$ cat src/rtl/uart_tx_if.sv
// uart_tx_if: byte handshake between host and uart_tx
interface uart_tx_if;
  logic [7:0] tx_data;
  logic       tx_valid;
  logic       tx_ready;
  modport master (output tx_data, tx_valid, input tx_ready);
  modport slave (input tx_data, tx_valid, output tx_ready);
endinterface

$ cat src/rtl/uart_tx.sv
// uart_tx: serialises bytes as start/8 data LSB first/optional odd parity/stop,
// with a one-entry holding register so frames can run back-to-back.
module uart_tx #(
  parameter int OVERSAMPLE = 16,
  parameter int STOP_BITS  = 1
) (
  input  logic       clk,
  input  logic       reset_n,
  input  logic       tick_16x,
  input  logic       parity_enable,
  uart_tx_if.slave   bus,
  output logic       tx_pin,
  output logic       tx_busy,
  output logic       tx_done
);
  localparam int OSW = (OVERSAMPLE > 1) ? $clog2(OVERSAMPLE) : 1;
  typedef enum logic [2:0] {IDLE, START, DATA, PARITY, STOP} state_t;
  state_t         r_state, w_state;
  logic [7:0]     r_hold, w_hold, r_shift, w_shift;
  logic [2:0]     r_idx, w_idx;
  logic [OSW-1:0] r_os, w_os;
  logic           r_full, w_full, r_par_en, w_par_en, r_par, w_par;
  logic           r_stop, w_stop, r_pin, w_pin, r_done, w_done;
  logic           w_bit_end, w_last_stop, w_load, w_hs;
  assign w_bit_end   = (r_state != IDLE) && tick_16x && (r_os == OSW'(OVERSAMPLE - 1));
  assign w_last_stop = (r_state == STOP) && w_bit_end && (r_stop == 1'(STOP_BITS - 1));
  assign w_load      = r_full && tick_16x && ((r_state == IDLE) || w_last_stop);
  assign w_hs        = bus.tx_valid && !r_full;
  always_comb begin
    w_state  = r_state;
    w_shift  = r_shift;
    w_idx    = r_idx;
    w_par_en = r_par_en;
    w_par    = r_par;
    w_stop   = r_stop;
    w_done   = 1'b0;
    w_hold   = w_hs ? bus.tx_data : r_hold;
    w_full   = w_load ? 1'b0 : (r_full | w_hs);
    w_os     = (r_state != IDLE && tick_16x) ? (w_bit_end ? '0 : r_os + 1'b1) : r_os;
    case (r_state)
      START: if (w_bit_end) begin
        w_state = DATA;
        w_idx   = 3'd0;
      end
      DATA: if (w_bit_end) begin
        w_par = r_par ^ r_shift[r_idx];
        w_idx = r_idx + 1'b1;
        if (r_idx == 3'd7) begin
          w_state = r_par_en ? PARITY : STOP;
          w_stop  = 1'b0;
        end
      end
      PARITY: if (w_bit_end) begin
        w_state = STOP;
        w_stop  = 1'b0;
      end
      STOP: if (w_bit_end) begin
        w_stop = ~r_stop;
        if (w_last_stop) begin
          w_done  = 1'b1;
          w_state = IDLE;
        end
      end
      default: ;
    endcase
    // a load from the holding register overrides the return to IDLE
    if (w_load) begin
      w_state  = START;
      w_shift  = r_hold;
      w_par_en = parity_enable;
      w_par    = 1'b1;
      w_os     = '0;
      w_idx    = 3'd0;
      w_stop   = 1'b0;
    end
    w_pin = (w_state == START) ? 1'b0 :
            (w_state == DATA) ? w_shift[w_idx] :
            (w_state == PARITY) ? w_par : 1'b1;
  end
  always_ff @(posedge clk or negedge reset_n) begin
    if (!reset_n) begin
      r_state  <= IDLE;
      r_hold   <= '0;
      r_shift  <= '0;
      r_idx    <= '0;
      r_os     <= '0;
      r_full   <= 1'b0;
      r_par_en <= 1'b0;
      r_par    <= 1'b0;
      r_stop   <= 1'b0;
      r_pin    <= 1'b1;
      r_done   <= 1'b0;
    end else begin
      r_state  <= w_state;
      r_hold   <= w_hold;
      r_shift  <= w_shift;
      r_idx    <= w_idx;
      r_os     <= w_os;
      r_full   <= w_full;
      r_par_en <= w_par_en;
      r_par    <= w_par;
      r_stop   <= w_stop;
      r_pin    <= w_pin;
      r_done   <= w_done;
    end
  end
  assign bus.tx_ready = ~r_full;
  assign tx_pin       = r_pin;
  assign tx_busy      = (r_state != IDLE);
  assign tx_done      = r_done;
endmodule

$ cat src/flat_wrapper.sv
// flat-port wrapper written by rule: the top's interface ports become plain ports
module uart_tx_flat 
#(
  parameter int OVERSAMPLE = 16,
  parameter int STOP_BITS  = 1
)
  (clk, reset_n, tick_16x, parity_enable, tx_pin, tx_busy, tx_done, bus_tx_data, bus_tx_valid, bus_tx_ready);
  uart_tx_if bus_i ();
  input  logic clk;
  input  logic reset_n;
  input  logic tick_16x;
  input  logic parity_enable;
  output logic tx_pin;
  output logic tx_busy;
  output logic tx_done;
  input wire logic [$bits(bus_i.tx_data)-1:0] bus_tx_data;
  input wire logic [$bits(bus_i.tx_valid)-1:0] bus_tx_valid;
  output wire logic [$bits(bus_i.tx_ready)-1:0] bus_tx_ready;
  assign bus_i.tx_data = bus_tx_data;
  assign bus_i.tx_valid = bus_tx_valid;
  assign bus_tx_ready = bus_i.tx_ready;
  uart_tx #(.OVERSAMPLE(OVERSAMPLE), .STOP_BITS(STOP_BITS)) u_core (.clk(clk), .reset_n(reset_n), .tick_16x(tick_16x), .parity_enable(parity_enable), .bus(bus_i), .tx_pin(tx_pin), .tx_busy(tx_busy), .tx_done(tx_done));
endmodule
$ cat config.mk
export PLATFORM = sky130hd
export DESIGN_NAME = uart_tx_flat
export DESIGN_NICKNAME = d
export VERILOG_FILES = /design/src/rtl/uart_tx_if.sv /design/src/rtl/uart_tx.sv /design/src/flat_wrapper.sv
export SDC_FILE = /design/constraint.sdc
export NUM_CORES = 1
export LEC_CHECK = 0
export CELL_PAD_IN_SITES_DETAIL_PLACEMENT = 0
export CELL_PAD_IN_SITES_GLOBAL_PLACEMENT = 1
export CORE_ASPECT_RATIO = 1.75
export CORE_MARGIN = 5
export CORE_UTILIZATION = 45
export CTS_CLUSTER_DIAMETER = 60
export DETAILED_ROUTE_END_ITERATION = 12
export PLACE_DENSITY_LB_ADDON = 0.1
export SETUP_SLACK_MARGIN = 0.1
export SLEW_MARGIN = 15
export SYNTH_ARGS = -nofsm -noshare
export SYNTH_HDL_FRONTEND = slang
export SYNTH_SLANG_ARGS = --single-unit
$ cat constraint.sdc
create_clock -name clk -period 4.1 [get_ports clk]
set_clock_uncertainty 0.2 [all_clocks]
set_input_delay 1.23 -clock clk [delete_from_list [all_inputs] [get_ports clk]]
set_output_delay 1.23 -clock clk [all_outputs]
set_load 0.03 [all_outputs]
== Yosys cells after proc, flatten, opt, wreduce, memory -nomap -nowiden ==
Cells that the tools add are included.

* Flip-flop bits (word level): 32

* Add/sub/neg operators: 2
* Order comparisons: 2
* Equality and inequality tests: 13
* Mux-type cells: 37
* Bitwise logic cells: 4
* Reduce and logical (&&, ||, !) cells: 14

{| class="wikitable"
|+ Operator list
! operator !! number
|-
| 3-bit two-way mux || 11
|-
| 1-bit two-way mux || 17
|-
| 3-bit by 2-bit == test with 1-bit output (second input constant) || 4
|-
| 4-bit two-way mux || 3
|-
| 3-bit by 1-bit != test with 1-bit output (second input constant) || 4
|-
| 3-bit one-hot mux with 4 select lines || 1
|-
| 3-bit by 4-bit < comparator with 1-bit output (second input constant) || 2
|-
| 8-bit two-way mux || 1
|-
| 1-bit logical AND || 7
|-
| 1-bit binary-select mux with 3-bit select || 2
|-
| 3-bit by 1-bit == test with 1-bit output (second input constant) || 2
|-
| 3-bit == test (second input constant) || 2
|-
| 3-bit one-hot mux with 2 select lines || 1
|-
| 5-bit AND reduction || 1
|-
| 4-bit by 1-bit adder with 4-bit output (second input constant) || 1
|-
| 4-bit == test (second input constant) || 1
|-
| 4-bit nonzero test || 1
|-
| 3-bit by 1-bit adder with 3-bit output (second input constant) || 1
|-
| 3-bit logical NOT || 1
|-
| 1-bit one-hot mux with 3 select lines || 1
|-
| 3-bit nonzero test || 1
|-
| 1-bit inverter || 2
|-
| 2-bit nonzero test || 1
|-
| 1-bit logical NOT || 1
|-
| other kinds (3) || 3
|}

== Depth between registers and ports, before layout ==
Gate-level depths: netlist (run 1).

* Depth in word-level cells: 13
* Mapped depth: 12
* Depth with buffers taken out: 11

== Least setup slack after synthesis (run 1) ==
OpenSTA, ideal clock, no wires.

* Path kind: input -> register
* Start point: input port tick_16x
* End point: register u_core.r_pin (netlist: u_core.tx_pin)
* Data arrival time: 3059 ps
* Data required time: 3840 ps
* Path slack: 781 ps
* Stages on the path: 11
* Cells stage by stage: and4_1 > buf_4 > nand2_1 > ha_1 > and3b_1 > o21ai_2 > nand2_1 > mux2i_1 > mux4_1 > mux2i_1 > o21a_1

* Cells in the longest elaborated chain, start to end: 12
* Elaborated cells between the ends (all ways): 30
* Classes of those cells: eq/ne: 3; mux: 20; reduce/logical: 7

{| class="wikitable"
|+ Ends and longest elaborated chain
! element !! RTL line !! source
|-
| from (decl) || flat_wrapper.sv:11 || <nowiki>input logic tick_16x;</nowiki>
|-
| 1-bit logical AND (2 in a row) || uart_tx.sv:25 || <nowiki>assign w_bit_end = (r_state != IDLE) && tick_16x && (r_os == OSW'(OVERSAMPLE - 1));</nowiki>
|-
| 1-bit logical AND (2 in a row) || uart_tx.sv:26 || <nowiki>assign w_last_stop = (r_state == STOP) && w_bit_end && (r_stop == 1'(STOP_BITS - 1));</nowiki>
|-
| 3-bit two-way mux || uart_tx.sv:59 || <nowiki>if (w_last_stop) begin</nowiki>
|-
| 3-bit two-way mux || uart_tx.sv:57 || <nowiki>STOP: if (w_bit_end) begin</nowiki>
|-
| 3-bit one-hot mux with 4 select lines || uart_tx.sv:40 || <nowiki>case (r_state)</nowiki>
|-
| 3-bit two-way mux || uart_tx.sv:67 || <nowiki>if (w_load) begin</nowiki>
|-
| 3-bit by 2-bit == test with 1-bit output || uart_tx.sv:78 || <nowiki>(w_state == PARITY) ? w_par : 1'b1;</nowiki>
|-
| 1-bit two-way mux || uart_tx.sv:78 ||
|-
| 1-bit two-way mux || uart_tx.sv:77 || <nowiki>(w_state == DATA) ? w_shift[w_idx] :</nowiki>
|-
| 1-bit two-way mux * || uart_tx.sv:76 || <nowiki>w_pin = (w_state == START) ? 1'b0 :</nowiki>
|-
| net u_core.w_pin || uart_tx.sv:23 || <nowiki>logic r_stop, w_stop, r_pin, w_pin, r_done, w_done;</nowiki>
|-
| to (signal assigned) || uart_tx.sv:103 || <nowiki>r_pin <= w_pin;</nowiki>
|-
| to (decl) || uart_tx.sv:23 ||
|}

Mark *: on every way through the listed nets, which the timed path passes. The rest lies on a longest branch. The select of a mux whose other input is x is not followed.
A chain may end at the register's enable or synchronous reset.

== Final worst setup path (run 1) ==
Same ends and word-level chain as after synthesis.

==> results of run 1 <==
## logic make-up after synthesis
group	Yosys count	synth area share (%)
AOI/OAI and AO/OA	36	14.8
DFF	32	46.4
buffers and inverters	13	3.47
muxes	13	9.62
and+or+nand+nor	78	21.8
adders and majority gates	4	2.89
xor gates and xnor gates	2	1.01
## power by group through the flow
stage	clock [W]	combinational (W)	sequential [W]
after CTS	0.000260	0.000462	0.000567
after global routing	0.000273	0.000513	0.000587
after floorplan	0	0.000378	0.000522
after detailed placement	0	0.000460	0.000573
final	0.000249	0.000453	0.000566
after global placement	0	0.000438	0.000567
## worst paths after layout
| path | to | slack, ns | cells past startpoint | start |
|---|---|---|---|---|
| setup / recovery | u_core.tx_pin | 0.50 | 11 | tick_16x |
| hold / removal | u_core.r_shift[1] | 0.27 | 2 | u_core.r_hold[1] |
| setup reg to reg | u_core.tx_pin | 1.14 | 11 | u_core.r_state[0] |
| hold reg to reg | u_core.r_shift[1] | 0.27 | 2 | u_core.r_hold[1] |
| max in group asynchronous | u_core.tx_pin | 2.22 | 2 | reset_n |
| min in group asynchronous | u_core.r_state[1] | 1.15 | 2 | reset_n |
## cell usage in the layout (no fill, tap or decap), drive strengths merged, types with 5 or more instances in the layout
cell           instances
dfrtp                 31
mux2i                  5
clkbuf                 8
clkdlybuf4s50         16
mux2                   6
buf                    6
nand2                 38
nor2                  16
o21ai                  9
a21oi                 11
inv                    5
nand3                  7
## tightest hold or removal path, cell delays in order (launching register included)
cell and delay, ns:
dfrtp_1 0.34, nand2_1 0.05, nand2_1 0.04
## final cells by class
type / count / area [µm²]
clock buffer: 8 / 90.1
fill: 346 / 1620
inverter: 5 / 18.8
multi-input combinational: 133 / 867
sequential: 32 / 802
tap: 46 / 57.6
timing repair buffer: 22 / 205
## routing by layer
layer	global-route usage (%)	part of all wire, %	up-vias
met3	4.21	3.2	11
met4	8.51	3.0	0
met1	16.7	37	675
met2	29.5	57	22
met5	0	0	-
li1	-	-	663
## stage by stage
stage | cell area (µm²) | power [W] | std cells | setup WS [ns] | hold slack (ns)
after floorplan | 1730 | 0.000901 | 178 | 0.781 | 0.235
after global placement | 1950 | 0.00101 | 238 | 0.286 | 0.245
after detailed placement | 1950 | 0.00103 | 238 | 0.217 | 0.260
after CTS | 2040 | 0.00129 | 246 | 0.497 | 0.275
after global routing | 2040 | 0.00137 | 246 | 0.403 | 0.309
final | 2040 | 0.00127 | 246 | 0.500 | 0.266
## sequential cells by signal (all words and copies together), names as in the netlist
| signal | flops |
|---|---|
| u_core.r_idx | 3 |
| u_core.r_state | 3 |
| u_core.tx_done | 1 |
| u_core.r_par_en | 1 |
| u_core.r_stop | 1 |
| u_core.r_par | 1 |
| u_core.tx_pin | 1 |
| u_core.r_os | 4 |
| u_core.r_shift | 8 |
| u_core.r_full | 1 |
| u_core.r_hold | 8 |
==> summary.md, run 1 <==
| Metric | Value |
|---|---|
| First-pass GRT wire length | 6680 µm |
| Clk buf depth | 2 |
| TritonCTS clock tree | yes |
| I/O pin total | 17 |
| Combinational Power Share | 35.7% |
| Cell Chain, Critical Path | clkdlybuf4s50_1, and4_1, nand2_1, ha_1, and3b_1, o21ai_2, nand2_1, mux2i_1, mux4_1, mux2i_1, o21a_1 |
| Row cnt | 29 |
| DRT iter0 DRCs | 26 |
| CP Max Fanout | 6 |
| Gp weighted congestion | 0.796 |
| Hold Crit Class | flop to flop |
| Top-count cell post-synth | nand2_1 |
| All-layer global routing usage | 16.3% |
| Initial antenna violation count | 0 |
| Final Setup Violations | 0 |
| Fin. max-slew vios | 0 |
| Final hold vios | 0 |
| Worst EP arrival | 3.63 ns |
| Worst setup SP type | input pin |
| Most area-hungry cell type in the Yosys netlist | dfrtp_1 |
| Tcrit/Tclk final | 87.8% |
| CP Capture Type | flop |
| Slowest stage delay, CP | 0.49 ns |
| CTS resizes | 0 |
| Die X | 56.9 µm |
| Setup Total Neg Slack | 0 ns |
| Die height | 92 µm |
| CP Buf/Inv Count | 1 |
| Dpl hpwl | 2810 µm |
| Final ANT Viol Nets | 0 |
| Internal power | 0.000800 W |
| Syn Area/Cell | 9.71 µm² |
| Initial Util | 47.2% |
| Fmax | 0.278 GHz |
| Clock share of power | 19.6% |
| Post-synthesis sequential area ratio | 46.4% |
| Vias in the first global route | 1473 |
| Max VDD drop | 0.000368 V |
| Post-Syn Nets | 195 |
| Core Region | 3660 µm² |
| Root buffer cell | clkbuf_8 |
| Slew headroom | 51.0% |
| YS warnings | 0 |
| Area growth syn-to-layout | 18.0% |
| Setup bufs post-CTS | 0 |
| 1st-pass router iterations | 4 |
| Req. time, crit path | 4.13 ns |
| Worst path slowest cell | mux4_1 |
| Top FF cell, synth | dfrtp_1 |
| Port Buf Inserts | 16 |
| Die ar. | 5230 µm² |
| Final nets | 216 |
| Gr ovfl total | 0 |
| DR vias/cell | 5.57 |
| Post-Route WL | 3730 µm |
| Clock tree sinks | 32 |
| Post-route DRC | 0 |
| Final core occ | 55.7% |
| Slew at the pin closest to its max-slew limit | 0.733 ns |
| N_diodes | 0 |
| Hold-fix buffers at CTS | 0 |
| Synthesized cell area | 1730 µm² |
| Synthesis-stage register bit count | 32 |
| H-Tree Level Count | 2 |
| Wire length per cell | 15.2 µm |
| Clock insertion delay at the later pin of the skew report | 0.28 ns |
| Yosys top cell area share | 44.9% |
| CTS Buf Count | 5 |
| Outcome | complete, no violations |
| Synth cell types | 46 |
| Total power per unit cell area | 621 nW/µm² |
| Seq pwr share | 44.6% |
| Crit-path leading delay family | multiplexers |
| Net Switching | 0.000467 W |
| Critical path class | input pin to flop |
| LEAKAGE | 0.908 nW |
| Mapped Cells | 178 |
| Largest cells by area after synthesis | dfrtp_1 (45%), nand2_1 (8.2%), mux2_2 (3.9%) |
| Post-synth EDFFs | 0 |
| Max-cap violations | 0 |
| Asr flop ratio synth | 100% |
| Final worst path period need | 3.60 ns |
| Share of cells above drive strength 1 | 14.0% |
| Largest net degree at the start of global routing | 33 |
| CTS clock-pin slew for the worst setup and hold paths | 0.06 ns |
| Via Count | 1371 |
| Sw Ratio | 36.9% |
| List of most frequent post-synthesis cells | nand2_1 (38), dfrtp_1 (31), nor2_1 (15) |
| RSZ-0062 raised after global routing | no |
Power figures use the tool's default switching activity.
==> inputs of run 2 (changes only) <==
--- a/config.mk
+++ b/config.mk
@@ -12,7 +12,7 @@
 export CORE_UTILIZATION = 45
 export CTS_CLUSTER_DIAMETER = 60
 export DETAILED_ROUTE_END_ITERATION = 12
-export PLACE_DENSITY_LB_ADDON = 0.1
+export PLACE_DENSITY = 0.78
 export SETUP_SLACK_MARGIN = 0.1
 export SLEW_MARGIN = 15
 export SYNTH_ARGS = -nofsm -noshare
==> summary.md, run 2 (synthesized netlist as in run 1, its figures left out) <==
| Metric | Value |
|---|---|
| M2 GR Usage | 28.2% (-1.4 points) |
| Final Setup Violations | 0 (unchanged) |
| DRT iter0 DRCs | 40 (+54%) |
| CTS clock-pin slew for the worst setup and hold paths | 0.07 ns (about the same) |
| CP Max Fanout | 6 (unchanged) |
| Most common cell after layout, fill and taps aside | nand2_1 |
| WHS Endpoint | u_core.r_shift[3] |
| Total power per unit cell area | 620 nW/µm² (about the same) |
| CTS resizes | 0 (unchanged) |
| RSZ-0062 raised after global routing | no |
| Share of cells above drive strength 1 | 15.0% (+1.0 points) |
| Setup bufs post-CTS | 0 (unchanged) |
| Max VDD drop | 0.000351 V (-4.6%) |
| Req. time, crit path | 4.12 ns (about the same) |
| First-pass GRT wire length | 6420 µm (-3.9%) |
| CTS Buf Count | 5 (unchanged) |
| N_diodes | 0 (unchanged) |
| Post-route DRC | 0 (unchanged) |
| Gp weighted congestion | 0.762 (-4.3%) |
| Worst path slowest cell | mux4_1 |
| Worst setup SP type | input pin |
| Die X | 56.9 µm (unchanged) |
| Tcrit/Tclk final | 87.0% (-0.84 points) |
| H-Tree Level Count | 2 (unchanged) |
| Final ANT Viol Nets | 0 (unchanged) |
| Area growth syn-to-layout | 18.2% |
| Slowest stage delay, CP | 0.48 ns (about the same) |
| Worst r2r src | u_core.r_state[1] |
| Critical Path Stages | 11 (unchanged) |
| I/O pin total | 17 (unchanged) |
| Post-Route WL | 3660 µm (-1.8%) |
| Root buffer cell | clkbuf_8 |
| Fin. max-slew vios | 0 (unchanged) |
| Met3 global-route usage | 4.21% (unchanged) |
| DR vias/cell | 5.56 (-0.22%) |
| Vias in the first global route | 1425 (-3.3%) |
| Hold Crit Class | flop to flop |
| Reg-to-Reg End | u_core.tx_pin |
| Clk buf depth | 2 (unchanged) |
| All-layer global routing usage | 15.8% (-0.45 points) |
| Largest net degree at the start of global routing | 33 (unchanged) |
| HP Start | u_core.r_hold[3] |
| Final hold vios | 0 (unchanged) |
| Gr ovfl total | 0 (unchanged) |
| Clock insertion delay at the later pin of the skew report | 0.28 ns (about the same) |
| Critical path class | input pin to flop |
| Initial antenna violation count | 0 (unchanged) |
| Finished Layout Cells | 246 (unchanged) |
| Die height | 92 µm (unchanged) |
| Max-cap violations | 0 (unchanged) |
| Biggest regs | u_core.r_hold: 8 flops, u_core.r_shift: 8 flops, u_core.r_os: 4 flops |
| Final worst path period need | 3.57 ns (-0.0345 ns) |
| Port Buf Inserts | 16 (unchanged) |
| Cell Chain, Critical Path | clkdlybuf4s50_1, and4_1, nand2_1, ha_1, and3b_1, o21ai_2, nand2_1, mux2i_1, mux4_1, mux2i_1, o21a_1 |
| Hold-fix buffers at CTS | 0 (unchanged) |
| Wire length per cell | 14.9 µm (-1.8%) |
| LEAKAGE | 0.913 nW (+0.60%) |
| Die ar. | 5230 µm² (unchanged) |
| Final nets | 216 (unchanged) |
| Core Region | 3660 µm² (unchanged) |
| Fmax | 0.280 GHz (+0.97%) |
| Inst Count DP | 238 (unchanged) |
| Global Route met1 Usage | 16.3% (-0.33 points) |
| TritonCTS clock tree | yes |
| Setup Total Neg Slack | 0 ns (unchanged) |
| CP Buf/Inv Count | 1 (unchanged) |
| 1st-pass router iterations | 4 (unchanged) |
| Initial Util | 47.2% (unchanged) |
| Cells on worst reg2reg path | 11 (unchanged) |
| Dpl hpwl | 2750 µm (-2.0%) |
| Row cnt | 29 (unchanged) |
| Via Count | 1368 (-0.22%) |
| Slew at the pin closest to its max-slew limit | 0.729 ns (-0.00440 ns) |
| Number of cells on the worst hold path | 2 (unchanged) |
| Most Crowded Layer GR | met2 |
| Fill count | 326 (-5.8%) |
| Clock tree sinks | 32 (unchanged) |
| Worst EP arrival | 3.59 ns (-0.04 ns) |
| Most frequent cells in the layout | nand2_1 (38), dfrtp_1 (31), clkdlybuf4s50_1 (16) |
| Outcome | complete, no violations |
| R2r setup slk | 1.15 ns (about the same) |
| CP Capture Type | flop |
| Crit-path leading delay family | multiplexers |
| Slew headroom | 51.3% (+0.29 points) |
==> run 2: cell count changes in the layout (fill, tap and decap cells not counted) <==
cell	before	now
clkbuf_1	2	0
clkinv_2	0	2
==> run 2: per-layer routing <==
layer	routed length (µm)	share of wire, %	up-vias
met5	0	0	-
met4	176	4.8	0
met3	165	4.5	17
met2	1930	53	36
met1	1390	38	654
li1	-	-	661
==> run 2: worst reg2reg max path: cells and delay by family, from the launching register on <==
family	cells	cell delay (ns)
mux	3	0.73
compound gates	2	0.25
flops	1	0.53
simple gates	5	0.98
fa+ha+maj	1	0.23
==> run 2: layout make-up <==
class                           instances  area, µm²  area share [%]
Multi-Input combinational cell        133        867            42.4
Sequential cell                        32        802            39.3
Timing Repair Buffer                   22        205            10.0
Clock buffer                            6       82.6            4.04
Tap cell                               46       57.6            2.82
Inverter                                5       18.8           0.919
Clock inverter                          2       10.0           0.490
==> run 2: through the flow <==
step                      hold WS, ns  setup WS (ns)  total power, W  cell area (µm²)  util, %
after CTS                       0.266          0.543         0.00128             2040     55.8
after floorplan                 0.235          0.781        0.000901             1730        -
after detailed placement        0.260          0.251         0.00103             1950     53.2
after global routing            0.289          0.388         0.00137             2040     55.8
after global placement          0.249          0.330         0.00102             1950     53.2
final                           0.261          0.534         0.00127             2040     55.8
==> run 2: power breakdown <==
group	internal [W]	switching (W)
clock network	0.000134	0.000112
registers	0.000438	0.000132
logic	0.000225	0.000228
==> run 2: worst max path at each step <==
stage | startpoint | endpoint | slack (ns)
after floorplan | tick_16x | u_core.tx_pin | 0.78
after global placement | tick_16x | u_core.tx_pin | 0.33
after detailed placement | tick_16x | u_core.tx_pin | 0.25
after CTS | tick_16x | u_core.tx_pin | 0.54
after global routing | tick_16x | u_core.tx_pin | 0.39
final | tick_16x | u_core.tx_pin | 0.53
==> inputs of run 3 (changes only) <==
--- a/config.mk
+++ b/config.mk
@@ -5,6 +5,7 @@
 export SDC_FILE = /design/constraint.sdc
 export NUM_CORES = 1
 export LEC_CHECK = 0
+export CAP_MARGIN = 20
 export CELL_PAD_IN_SITES_DETAIL_PLACEMENT = 0
 export CELL_PAD_IN_SITES_GLOBAL_PLACEMENT = 1
 export CORE_ASPECT_RATIO = 1.75
@@ -12,6 +13,7 @@
 export CORE_UTILIZATION = 45
 export CTS_CLUSTER_DIAMETER = 60
 export DETAILED_ROUTE_END_ITERATION = 12
+export GPL_TIMING_DRIVEN = 0
 export PLACE_DENSITY = 0.78
 export SETUP_SLACK_MARGIN = 0.1
 export SLEW_MARGIN = 15
==> summary.md, run 3 (synthesized netlist as in run 1, its figures left out) <==
| Metric | Value |
|---|---|
| R2r setup slk | 1.15 ns (about the same) |
| Outcome | complete, no violations |
| Initial Util | 47.2% (unchanged) |
| Post-route DRC | 0 (unchanged) |
| WHS Endpoint | u_core.r_shift[7] |
| Worst setup SP type | input pin |
| Setup bufs post-CTS | 0 (unchanged) |
| Final Setup Violations | 0 (unchanged) |
| Final hold vios | 0 (unchanged) |
| Most frequent cells in the layout | nand2_1 (38), dfrtp_1 (31), nor2_1 (15) |
| DP Worst Slack | -0.112 ns (-0.363 ns) |
| Cell Chain, Critical Path | dlymetal6s2s_1, and4_1, buf_4, nand2_1, ha_1, and3b_1, o21ai_4, nand2_1, mux2i_1, mux4_1, mux2i_1, o21a_1 |
| Worst r2r src | u_core.r_os[0] |
| Port Buf Inserts | 16 (unchanged) |
| Post-Route WL | 3700 µm (+1.0%) |
| Cells on worst reg2reg path | 12 (+1) |
| Clock tree sinks | 32 (unchanged) |
| Fmax | 0.285 GHz (+1.6%) |
| Core Region | 3660 µm² (unchanged) |
| Gp weighted congestion | 0.741 (-2.7%) |
| First-pass GRT wire length | 6470 µm (+0.86%) |
| I/O pin total | 17 (unchanged) |
| Reg-to-Reg End | u_core.tx_pin |
| Slowest stage delay, CP | 0.50 ns (+0.02 ns) |
| CTS Buf Count | 5 (unchanged) |
| CP Max Fanout | 6 (unchanged) |
| Die height | 92 µm (unchanged) |
| Tcrit/Tclk final | 85.6% (-1.4 points) |
| Clock insertion delay at the later pin of the skew report | 0.28 ns (about the same) |
| Final nets | 218 (+0.93%) |
| Crit path from | tick_16x |
| CTS clock-pin slew for the worst setup and hold paths | 0.07 ns (about the same) |
| Gr ovfl total | 0 (unchanged) |
| Largest net degree at the start of global routing | 33 (unchanged) |
| Slew at the pin closest to its max-slew limit | 0.705 ns (-0.0236 ns) |
| Hold Crit Class | flop to flop |
| Worst EP arrival | 3.54 ns (-0.05 ns) |
| Biggest regs | u_core.r_hold: 8 flops, u_core.r_shift: 8 flops, u_core.r_os: 4 flops |
| DRT iter0 DRCs | 42 (+5.0%) |
| Worst path slowest cell | mux4_1 |
| Dpl hpwl | 2860 µm (+3.9%) |
| Critical path class | input pin to flop |
| Wire length per cell | 14.9 µm (+0.20%) |
| LEAKAGE | 0.918 nW (+0.57%) |
| Final ANT Viol Nets | 0 (unchanged) |
| Crit-path leading delay family | multiplexers |
| Root buffer cell | clkbuf_8 |
| Die X | 56.9 µm (unchanged) |
| Initial antenna violation count | 0 (unchanged) |
| Area growth syn-to-layout | 18.2% (about the same) |
| Row cnt | 29 (unchanged) |
| Max VDD drop | 0.000376 V (+7.1%) |
| Max-cap violations | 0 (unchanged) |
| All-layer global routing usage | 15.9% (+0.082 points) |
| Clk buf depth | 2 (unchanged) |
| Setup Total Neg Slack | 0 ns (unchanged) |
| DR vias/cell | 5.57 (+0.14%) |
| Most common cell after layout, fill and taps aside | nand2_1 |
| Final worst path period need | 3.51 ns (-0.0558 ns) |
| 1st-pass router iterations | 4 (unchanged) |
| HP Start | u_core.r_hold[7] |
| Via Count | 1381 (+0.95%) |
| CP Buf/Inv Count | 2 (+1) |
| CP Capture Type | flop |
| H-Tree Level Count | 2 (unchanged) |
| Share of cells above drive strength 1 | 14.9% (-0.15 points) |
| Fin. max-slew vios | 0 (unchanged) |
| Post-route setup slack | 0.590 ns (+0.0558 ns) |
| N_diodes | 0 (unchanged) |
| TritonCTS clock tree | yes |
| Die ar. | 5230 µm² (unchanged) |
| Total power per unit cell area | 626 nW/µm² (+0.90%) |
| Slew headroom | 53.0% (+1.7 points) |
| Vias in the first global route | 1403 (-1.5%) |
| Req. time, crit path | 4.13 ns (about the same) |
| RSZ-0062 raised after global routing | no |
| Number of cells on the worst hold path | 2 (unchanged) |
[run 3: cell type report]
class	instances	area (µm²)
buffer	8	41.3
clock buffer	6	82.6
clock inverter	2	10.0
fill	358	1620
inverter	5	18.8
multi-input combinational	133	875
sequential	32	802
tap	46	57.6
timing repair buffer	16	158
[run 3: layer usage]
metal | global-route usage, % | vias up | part of all wire [%]
li1 | - | 672 | -
met1 | 16.2 | 674 | 37
met2 | 30.0 | 28 | 58
met3 | 3.93 | 7 | 3.8
met4 | 6.38 | 0 | 1.8
met5 | 0 | - | 0
[run 3: power by group]
| part | internal, W | switching [W] |
|---|---|---|
| sequential | 0.000438 | 0.0000987 |
| combinational | 0.000233 | 0.000259 |
| clock | 0.000134 | 0.000118 |
[run 3: timing repair]
item,CTS,global route
resized for setup,0,2
endpoints found under the setup margin,0,1
hold buffers,0,0
[run 3: worst min-delay path, cell delays in order, from the launching register on]
cell	delay, ns
dfrtp_1	0.34
nand2_1	0.05
nand2_1	0.05
[run 3: worst max-delay path by stage]
stage                     to  cells past startpoint
2_1_floorplan  u_core.tx_pin                     11
3_3_place_gp   u_core.tx_pin                     12
3_5_place_dp   u_core.tx_pin                     12
4_1_cts        u_core.tx_pin                     12
5_1_grt        u_core.tx_pin                     12
6_report       u_core.tx_pin                     12
[run 3: through the flow]
step,hold slack [ns],cell area (µm²),utilization (%),power (W),instances
after global placement,0.246,1950,53.1,0.00102,240
after global routing,0.293,2040,55.8,0.00139,248
after detailed placement,0.258,1940,53.0,0.00104,240
after CTS,0.276,2030,55.5,0.00129,248
final,0.270,2040,55.8,0.00128,248
after floorplan,0.235,1730,-,0.000901,178
